===== config.mk =====
export PLATFORM = sky130hd
export DESIGN_NAME = pipelined_cla_adder_flat
export DESIGN_NICKNAME = d
export VERILOG_FILES = /design/src/rtl/pipelined_cla_adder_pkg.sv /design/src/rtl/pipelined_cla_adder_if.sv /design/src/rtl/pipelined_cla_adder_group.sv /design/src/rtl/pipelined_cla_adder.sv /design/src/flat_wrapper.sv
export SDC_FILE = /design/constraint.sdc
export NUM_CORES = 1
export LEC_CHECK = 0
export ABC_AREA = 1
export CORE_ASPECT_RATIO = 0.5
export CORE_MARGIN = 2
export CORE_UTILIZATION = 28
export DETAILED_ROUTE_END_ITERATION = 8
export PLACE_DENSITY = 0.56
export SYNTH_ARGS = -nofsm -noshare
export SYNTH_HDL_FRONTEND = slang
export SYNTH_SLANG_ARGS = --single-unit

===== constraint.sdc =====
create_clock -name clk -period 5.05 [get_ports clk]
set_input_delay 0.505 -clock clk [delete_from_list [all_inputs] [get_ports clk]]
set_output_delay 0.505 -clock clk [all_outputs]
set_load 0.05 [all_outputs]

===== src/rtl/pipelined_cla_adder_pkg.sv =====
// Shared constants and elaboration helpers for the pipelined carry-lookahead adder.
package cla_pkg;
  localparam int CLA_WIDTH = 32;
  localparam int CLA_BLOCK = 8;

  function automatic bit cla_params_ok(int width, int block);
    return (block >= 1) && (width >= block) && (width % block == 0);
  endfunction

  function automatic int cla_stages(int width, int block);
    return (block >= 1) ? width / block : 1;
  endfunction
endpackage


===== src/rtl/pipelined_cla_adder_if.sv =====
// Operand/result streaming bus: valid/ready on both the operand and result sides.
interface pipelined_cla_adder_if import cla_pkg::*; #(parameter int WIDTH = CLA_WIDTH) ();
  logic             validIn;
  logic             readyIn;
  logic [WIDTH-1:0] dataA;
  logic [WIDTH-1:0] dataB;
  logic             carryIn;
  logic             subIn;
  logic             validOut;
  logic             readyOut;
  logic [WIDTH-1:0] dataOut;
  logic             carryOut;
  logic             overflowOut;

  modport master (
    output validIn, dataA, dataB, carryIn, subIn, readyOut,
    input  readyIn, validOut, dataOut, carryOut, overflowOut
  );

  modport slave (
    input  validIn, dataA, dataB, carryIn, subIn, readyOut,
    output readyIn, validOut, dataOut, carryOut, overflowOut
  );
endinterface


===== src/rtl/pipelined_cla_adder_group.sv =====
// Combinational BLOCK-bit lookahead group; every carry is a flat sum of
// generate/propagate products rather than a ripple chain.
module cla_group #(
  parameter int BLOCK = 8
) (
  input  logic [BLOCK-1:0] a,
  input  logic [BLOCK-1:0] b,
  input  logic             cin,
  output logic [BLOCK-1:0] sum,
  output logic             cout,
  output logic             cmsb
);
  logic [BLOCK-1:0] g;
  logic [BLOCK-1:0] p;
  logic [BLOCK:0]   c;
  logic             term;
  logic             prop;

  assign g = a & b;
  assign p = a ^ b;

  always_comb begin
    c    = '0;
    term = 1'b0;
    prop = 1'b1;
    c[0] = cin;
    for (int i = 0; i < BLOCK; i++) begin
      term = 1'b0;
      prop = 1'b1;
      for (int j = i; j >= 0; j--) begin
        term = term | (prop & g[j]);
        prop = prop & p[j];
      end
      c[i+1] = term | (prop & cin);
    end
  end

  assign sum  = p ^ c[BLOCK-1:0];
  assign cout = c[BLOCK];
  assign cmsb = c[BLOCK-1];
endmodule


===== src/rtl/pipelined_cla_adder.sv =====
// Pipelined add/subtract: one lookahead group per stage, registered group carry,
// operand skew and result deskew registers, elastic valid/ready with full backpressure.
module pipelined_cla_adder import cla_pkg::*; #(
  parameter int WIDTH = CLA_WIDTH,
  parameter int BLOCK = CLA_BLOCK
) (
  input logic                  clk,
  input logic                  rstN,
  pipelined_cla_adder_if.slave bus
);
  localparam int STAGES = cla_stages(WIDTH, BLOCK);

  if (!cla_params_ok(WIDTH, BLOCK)) begin : g_param_check
    $error("pipelined_cla_adder: WIDTH must be a non-zero multiple of BLOCK");
  end

  logic [STAGES-1:0]            valid_q, valid_d;
  logic [STAGES-1:0]            carry_q, carry_d;
  logic [STAGES-1:0]            cmsb_q, cmsb_d;
  logic [STAGES-1:0][WIDTH-1:0] a_q, a_d;
  logic [STAGES-1:0][WIDTH-1:0] b_q, b_d;
  logic [STAGES-1:0][WIDTH-1:0] res_q, res_d;
  logic [STAGES-1:0]            adv;

  logic [BLOCK-1:0] grp_a   [STAGES];
  logic [BLOCK-1:0] grp_b   [STAGES];
  logic [BLOCK-1:0] grp_sum [STAGES];
  logic             grp_cin [STAGES];
  logic             grp_cout[STAGES];
  logic             grp_cmsb[STAGES];

  logic [WIDTH-1:0] b_eff;
  logic             c0;
  logic             unused_skew;

  // Subtraction folds into the adder as A + ~B + ~borrow.
  assign b_eff = bus.subIn ? ~bus.dataB : bus.dataB;
  assign c0    = bus.subIn ^ bus.carryIn;

  for (genvar k = 0; k < STAGES; k++) begin : g_stage
    if (k == 0) begin : g_head
      assign grp_a[k]   = bus.dataA[BLOCK-1:0];
      assign grp_b[k]   = b_eff[BLOCK-1:0];
      assign grp_cin[k] = c0;
    end else begin : g_body
      assign grp_a[k]   = a_q[k-1][k*BLOCK +: BLOCK];
      assign grp_b[k]   = b_q[k-1][k*BLOCK +: BLOCK];
      assign grp_cin[k] = carry_q[k-1];
    end

    cla_group #(.BLOCK(BLOCK)) u_group (
      .a    (grp_a[k]),
      .b    (grp_b[k]),
      .cin  (grp_cin[k]),
      .sum  (grp_sum[k]),
      .cout (grp_cout[k]),
      .cmsb (grp_cmsb[k])
    );
  end

  always_comb begin
    valid_d = valid_q;
    carry_d = carry_q;
    cmsb_d  = cmsb_q;
    a_d     = a_q;
    b_d     = b_q;
    res_d   = res_q;

    // A stage may move when it is empty or the stage after it moves.
    adv[STAGES-1] = !valid_q[STAGES-1] || bus.readyOut;
    for (int k = STAGES - 2; k >= 0; k--) begin
      adv[k] = !valid_q[k] || adv[k+1];
    end

    if (adv[0]) begin
      valid_d[0]            = bus.validIn;
      a_d[0]                = bus.dataA;
      b_d[0]                = b_eff;
      res_d[0]              = '0;
      res_d[0][BLOCK-1:0]   = grp_sum[0];
      carry_d[0]            = grp_cout[0];
      cmsb_d[0]             = grp_cmsb[0];
    end

    for (int k = 1; k < STAGES; k++) begin
      if (adv[k]) begin
        valid_d[k]                   = valid_q[k-1];
        a_d[k]                       = a_q[k-1];
        b_d[k]                       = b_q[k-1];
        res_d[k]                     = res_q[k-1];
        res_d[k][k*BLOCK +: BLOCK]   = grp_sum[k];
        carry_d[k]                   = grp_cout[k];
        cmsb_d[k]                    = grp_cmsb[k];
      end
    end
  end

  always_ff @(posedge clk) begin
    if (!rstN) begin
      valid_q <= '0;
      carry_q <= '0;
      cmsb_q  <= '0;
      a_q     <= '0;
      b_q     <= '0;
      res_q   <= '0;
    end else begin
      valid_q <= valid_d;
      carry_q <= carry_d;
      cmsb_q  <= cmsb_d;
      a_q     <= a_d;
      b_q     <= b_d;
      res_q   <= res_d;
    end
  end

  assign bus.readyIn     = adv[0];
  assign bus.validOut    = valid_q[STAGES-1];
  assign bus.dataOut     = res_q[STAGES-1];
  assign bus.carryOut    = carry_q[STAGES-1];
  assign bus.overflowOut = carry_q[STAGES-1] ^ cmsb_q[STAGES-1];

  // Operand slices already consumed and non-final MSB carries are dead bits.
  assign unused_skew = ^{a_q, b_q, cmsb_q};
endmodule


===== src/flat_wrapper.sv =====
// flat-port wrapper written by rule: the top's interface ports become plain ports
module pipelined_cla_adder_flat import cla_pkg::*;
#(
  parameter int WIDTH = CLA_WIDTH,
  parameter int BLOCK = CLA_BLOCK
)
  (clk, rstN, bus_validIn, bus_dataA, bus_dataB, bus_carryIn, bus_subIn, bus_readyOut, bus_readyIn, bus_validOut, bus_dataOut, bus_carryOut, bus_overflowOut);
  pipelined_cla_adder_if #(.WIDTH(WIDTH)) bus_i ();
  input logic clk;
  input logic rstN;
  input wire logic [$bits(bus_i.validIn)-1:0] bus_validIn;
  input wire logic [$bits(bus_i.dataA)-1:0] bus_dataA;
  input wire logic [$bits(bus_i.dataB)-1:0] bus_dataB;
  input wire logic [$bits(bus_i.carryIn)-1:0] bus_carryIn;
  input wire logic [$bits(bus_i.subIn)-1:0] bus_subIn;
  input wire logic [$bits(bus_i.readyOut)-1:0] bus_readyOut;
  output wire logic [$bits(bus_i.readyIn)-1:0] bus_readyIn;
  output wire logic [$bits(bus_i.validOut)-1:0] bus_validOut;
  output wire logic [$bits(bus_i.dataOut)-1:0] bus_dataOut;
  output wire logic [$bits(bus_i.carryOut)-1:0] bus_carryOut;
  output wire logic [$bits(bus_i.overflowOut)-1:0] bus_overflowOut;
  assign bus_i.validIn = bus_validIn;
  assign bus_i.dataA = bus_dataA;
  assign bus_i.dataB = bus_dataB;
  assign bus_i.carryIn = bus_carryIn;
  assign bus_i.subIn = bus_subIn;
  assign bus_i.readyOut = bus_readyOut;
  assign bus_readyIn = bus_i.readyIn;
  assign bus_validOut = bus_i.validOut;
  assign bus_dataOut = bus_i.dataOut;
  assign bus_carryOut = bus_i.carryOut;
  assign bus_overflowOut = bus_i.overflowOut;
  pipelined_cla_adder #(.WIDTH(WIDTH), .BLOCK(BLOCK)) u_core (.clk(clk), .rstN(rstN), .bus(bus_i));
endmodule

==> qor.yml, run 1 <==
run_status:
  outcome: "completed"
pwr:
  comb_power_share: 0.131
  p_int_uw: 2460
  switching_share: 0.278
  p_leak_uw: 0.00469
  p_per_area_nw_per_um2: 333
  power_frac_clock: 0.398
  ir_drop_uv: 256
  p_sw_uw: 948
  seqPwrFrac: 0.471
clocking:
  ctsHoldBuffers: 0
  cts.repair.resized: 0
  cts_buffers: 17
  clk_pin_slew_worst_paths_ns: 0.07
  cts_tree: "yes"
  htreeDepth: 4
  cts_setup_buffers: 0
  root_buffer: "clkbuf_16"
  clk-insertion-delay-late_ns: 0.44
  clockBufferDepth: 2
  cts_sinks: 185
sta:
  worst_slack_ns: 1.58
  hold_viol_final: 0
  clock_skew_ns: 0.0101
  worst_pin_slew_ns: 1.01
  hold_ws_ns: 0.457
  period_share: 0.687
  fin_crit_ns: 3.47
  slew_violations: 0
  rsz0062_at_grt: "no"
  setup_viol: 0
  fmax_mhz: 288
  max_slew_margin: 0.330
  fin_tns_setup_ns: 0
cells_and_area:
  syn2layout_area_growth_pct: 19.9
  final_area_um2: 10300
  final_util: 0.340
  final_nets: 1287
  drive_gt1_frac: 0.0403
  diodes: 0
global_routing:
  antenna_found_initial: 0
  grt_pass1_vias: 6465
  grt_first_pass_wirelength_um: 33400
  grt_overflow: 0
  grt_max_degree: 110
  grtUsageTotal: 0.131
worst_setup_path:
  crit_path_start_kind: "input pin"
  path_class: "input pin to primary output"
  ff2ff_path_depth: 10
  crit_slowest_cell: "clkdlybuf4s50_1"
  rrSetupSlack_ns: 2.04
  cp.required_ns: 4.55
  cp-end-kind: "primary output"
  r2r-end: "u_core.res_q[42]"
  crit_buf_inv: 5
  worst_r2r_startpoint: "u_core.valid_q[3]"
  arrival_ns: 2.97
  path_max_fanout: 42
  crit_family: "buffers and inverters"
  max_stage_delay_ns: 0.46
  path_cells: "clkdlybuf4s50_1, nor2_4, buf_4, inv_2, nor2_8, nand2_2, nor2_4, inv_2, buf_4"
detailed_routing:
  wl_um: 20700
  drc: 0
  vias_per_cell: 4.45
  drt_iter0_drc: 476
  wl_per_cell_um: 13.0
  final_antenna_net_count: 0
  num_vias: 7085
  drt-pass1-iter-count: 5
die:
  die_w_um: 251
  die-area_um2: 32000
  initial_core_util: 0.283
  num_rows: 45
  core_area_um2: 30200
  pin_count: 106
  die_y_um: 128
yosys:
  async_reset_ff_frac: 0
  synth_nets: 1251
  synth_edf_count: 0
  syn-cell-area_um2: 8550
  ys_seq_area_frac: 0.433
  synth_area_per_cell_um2: 7.48
  synth-seq-cells: 185
  ys_warn_count: 0
  synthCells: 1143
  synth_ff_type: "dfxtp_1"
  ys_types: 29
min_path:
  min_to: "u_core.res_q[39]"
  min_path_cells: 2
  worstHoldStart: "u_core.res_q[7]"
  hp-class: "flip-flop to flip-flop"
placement:
  place_ws_ns: 1.36
  place_congestion: 0.814
  io_buffers: 105
  dp_hpwl_um: 15100
  placed_area_um2: 9640
job:
  drv_cap: 0
-- per-stage QoR --
step	power [µW]	cells
after CTS	3440	1591
after floorplan	1930	1143
after global placement	2080	1559
final	3410	1591
after detailed placement	2090	1559
after global routing	3550	1591
-- layout make-up --
class | count | area, µm²
clock inverter | 14 | 175
tap | 399 | 499
multi-input combinational | 757 | 3940
sequential | 185 | 3700
inverter | 106 | 398
fill | 3189 | 19900
timing repair buffer | 112 | 1090
clock buffer | 18 | 439
-- flip-flops by register name, indices dropped and copies added (netlist names) --
register	flops
u_core.b_q	48
u_core.valid_q	4
u_core.a_q	48
u_core.cmsb_q	1
u_core.bus.dataOut	32
u_core.carry_q	4
u_core.res_q	48
-- cells by family after synthesis --
group	after synthesis	synth area share
DFF	185	0.433
and+or+nand+nor	406	0.196
buffers and inverters	201	0.106
xor gates and xnor gates	45	0.0461
AOI/OAI and AO/OA	268	0.160
adders and majority gates	38	0.0591
-- worst reg2reg max path, cell delays in order, from the launching register on --
cell and delay (ns):
dfxtp_1 0.34, inv_1 0.07, nor2_4 0.07, buf_4 0.28, inv_2 0.34, nor2_8 0.43, nand2_2 0.31, inv_1 0.78
a21oi_1 0.13, o21ai_0 0.12, inv_1 0.05
-- synth_stat cells, types with 13 or more instances --
| cell | count | area share |
|---|---|---|
| o21ai_1 | 20 | 0.012 |
| nor2_1 | 190 | 0.083 |
| inv_1 | 104 | 0.046 |
| nand4_1 | 13 | 0.0095 |
| dfxtp_1 | 185 | 0.43 |
| xnor2_1 | 15 | 0.015 |
| buf_2 | 24 | 0.014 |
| clkbuf_1 | 36 | 0.016 |
| xor2_1 | 30 | 0.031 |
| nand2_1 | 137 | 0.060 |
| ha_1 | 34 | 0.050 |
| o21ai_0 | 129 | 0.076 |
| buf_4 | 32 | 0.028 |
| nand3_1 | 56 | 0.033 |
| a21oi_1 | 107 | 0.063 |
-- per-layer routing --
metal | global-route usage | share of wire | vias to the layer above
li1 | - | - | 3740
met1 | 0.184 | 0.52 | 3213
met2 | 0.202 | 0.43 | 110
met3 | 0.0271 | 0.039 | 22
met4 | 0.0399 | 0.016 | 0
met5 | 0 | 0 | -
-- worst max path at each step --
| stage | to | start | slack [ns] | depth (start not counted) |
|---|---|---|---|---|
| after floorplan | u_core.res_q[7] | bus_subIn | 2.63 | 12 |
| after global placement | u_core.res_q[42] | bus_readyOut | 1.41 | 10 |
| after detailed placement | u_core.res_q[42] | bus_readyOut | 1.36 | 10 |
| after CTS | bus_readyIn | bus_readyOut | 1.54 | 9 |
| after global routing | bus_readyIn | bus_readyOut | 1.28 | 9 |
| final | bus_readyIn | bus_readyOut | 1.58 | 9 |
-- cell usage in the layout (no fill, tap or decap) --
cell             count
clkbuf_16           17
clkinv_8             4
nor2_4               2
xnor2_1             15
o21bai_1             4
nand3b_1             1
nand2_2              1
a31oi_1              1
clkdlybuf4s50_1    102
nor3b_1              1
nand2_1            137
o21ai_0            129
o21ai_1             20
nand3_1             56
inv_1              104
ha_1                34
clkbuf_8             1
clkinv_4             2
xor2_1              30
a21oi_1            107
nand4_1             13
buf_2                1
a21o_1               1
fa_1                 4
inv_2                2
o211ai_1             3
dfxtp_1            185
nor2_1             190
nor2_8               1
clkinv_2             1
o21a_1               3
nor3_1               4
inv_8                2
bufinv_16            1
buf_4                9
inv_6                4
-- power by group through the flow --
stage | combinational [µW] | sequential, µW | clock (µW)
after CTS | 451 | 1600 | 1380
final | 448 | 1600 | 1360
after global routing | 502 | 1610 | 1440
after floorplan | 315 | 1620 | 0
after global placement | 442 | 1640 | 0
after detailed placement | 448 | 1640 | 0
Note: power is estimated with default switching activity, not from simulation.
==> run 2, diff against run 1 <==
==> constraint.sdc (replaced) <==
create_clock -name clk -period 3.2 [get_ports clk]
set_input_delay 0.32 -clock clk [delete_from_list [all_inputs] [get_ports clk]]
set_output_delay 0.32 -clock clk [all_outputs]
set_load 0.05 [all_outputs]
==> run 2 against run 1 <==
  * First-iteration DRC count is 16% lower
  * Non-clock buffer count rose by 6
  * Cell area rose by 1.0%
  * Cell count rose by 0.38%
  * Clock-buffer cell count shrank 1
  * Register-to-register slack got worse by 1.1 ns
  * Routed wire length is 2.1% higher
  * Worst setup slack worse by 0.72 ns
  * Utilization is 0.34 points higher
  * Global-route usage is 0.21 points higher
  * Critical endpoint unchanged
  * Largest cell class unchanged
  * Highest routed layer unchanged
==> qor.yml, run 2 (same netlist as run 1, synthesis figures left out) <==
run_status:
  outcome: "completed"
worst_setup_path:
  arrival_ns: 2.02
  path_max_fanout: 21
  ff2ff_path_depth: 9
  cp.required_ns: 2.88
  path_class: "flip-flop to primary output"
  startpoint: "u_core.valid_q[3]"
  cp-end-kind: "primary output"
  worst_r2r_startpoint: "u_core.valid_q[3]"
  crit_path_start_kind: "flip-flop"
detailed_routing:
  final_antenna_net_count: 0
  wl_per_cell_um: 13.3
  drc: 0
  dr_wl_met3_um: 686
  met2WireLength_um: 9480
  num_vias: 7121
  wl_um: 21200
  drt-pass1-iter-count: 7
  m1WireLength_um: 10800
  vias_per_cell: 4.46
  highest_layer: "met4"
  drt_iter0_drc: 400
sta:
  max_slew_margin: 0.465
  period_share: 0.732
  clock_skew_ns: 0.0129
  fin_tns_setup_ns: 0
  rsz0062_at_grt: "no"
  worst_pin_slew_ns: 0.802
  fmax_mhz: 427
  worst_slack_ns: 0.858
  hold_viol_final: 0
  hold_ws_ns: 0.454
  slew_violations: 0
  fin_crit_ns: 2.34
  setup_viol: 0
pwr:
  ir_drop_uv: 384
  power_frac_clock: 0.416
  p_int_uw: 4090
  p_sw_uw: 1470
  switching_share: 0.265
  comb_power_share: 0.129
  seqPwrFrac: 0.455
  p_leak_uw: 0.00474
  p_per_area_nw_per_um2: 537
min_path:
  hp-class: "flip-flop to flip-flop"
  worstHoldStart: "u_core.b_q[20]"
  min_path_cells: 2
cells_and_area:
  reg_top3: "u_core.a_q: 48 flops, u_core.b_q: 48 flops, u_core.res_q: 48 flops"
  syn2layout_area_growth_pct: 21.1
  diodes: 0
  final_nets: 1293
  drive_gt1_frac: 0.0451
  final_util: 0.343
  mostFrequentLayoutCell: "nor2_1"
  mostFrequentLayoutCells: "nor2_1, dfxtp_1, nand2_1"
  final_area_um2: 10400
die:
  die_y_um: 128
  pin_count: 106
  initial_core_util: 0.283
  die_w_um: 251
  num_rows: 45
  core_area_um2: 30200
  die-area_um2: 32000
placement:
  place_congestion: 0.835
  place_ws_ns: 0.587
  dp_hpwl_um: 15300
  placed_area_um2: 9690
  io_buffers: 105
clocking:
  ctsHoldBuffers: 0
  clockBufferDepth: 2
  cts_sinks: 185
  cts.repair.resized: 0
  clk_pin_slew_worst_paths_ns: 0.08
  htreeDepth: 4
  clk-insertion-delay-late_ns: 0.43
  cts_setup_buffers: 0
  cts_tree: "yes"
  root_buffer: "clkbuf_16"
  cts_buffers: 17
global_routing:
  grt_pass1_vias: 6814
  grt_max_degree: 88
  grtUsageTotal: 0.133
  antenna_found_initial: 0
  grt_overflow: 0
  grt_first_pass_wirelength_um: 34300
job:
  drv_cap: 0
run 2: cell count changes in the layout (fill, tap and decap cells not counted):
cell | before | now
buf_4 | 9 | 14
inv_6 | 4 | 6
clkinv_4 | 2 | 0
clkinvlp_4 | 0 | 1
buf_12 | 0 | 1
clkinv_8 | 4 | 3
bufinv_16 | 1 | 4
inv_8 | 2 | 0
clkbuf_8 | 1 | 0
run 2: through the flow:
stage	std cells	power, µW
after global routing	1597	5800
final	1597	5560
after CTS	1597	5610
after detailed placement	1565	3300
after global placement	1565	3290
after floorplan	1143	3050
run 2: area by class of cell:
type / instances / area, µm²
tap: 399 / 499
fill: 3206 / 19800
sequential: 185 / 3700
clock inverter: 15 / 234
clock buffer: 17 / 425
inverter: 106 / 398
multi-input combinational: 757 / 3940
timing repair buffer: 118 / 1150
run 2: layer usage:
metal / vias up / global-route usage
li1: 3753 / -
met1: 3256 / 0.181
met2: 102 / 0.218
met3: 10 / 0.0287
met4: 0 / 0.0270
met5: - / 0
run 2: path summary, 6_finish.rpt:
kind	to	slack, ns
max reg2reg	u_core.a_q[49]	0.99
max	bus_readyIn	0.86
min	u_core.b_q[52]	0.45
min reg2reg	u_core.b_q[52]	0.45
run 2: power by group through the flow:
stage                     Combinational [µW]  Sequential, µW  Clock [µW]
after floorplan                          496            2550           0
after global routing                     802            2550        2450
after global placement                   703            2580           0
after detailed placement                 714            2590           0
after CTS                                720            2530        2360
final                                    717            2530        2310
run 2: critical path: stages (launching register included):
cell and delay (ns):
dfxtp_1 0.36, inv_1 0.07, nor2_4 0.09, inv_2 0.07, nor2_8 0.18, nand2_2 0.25
nor2_4 0.17, inv_2 0.16, buf_4 0.24
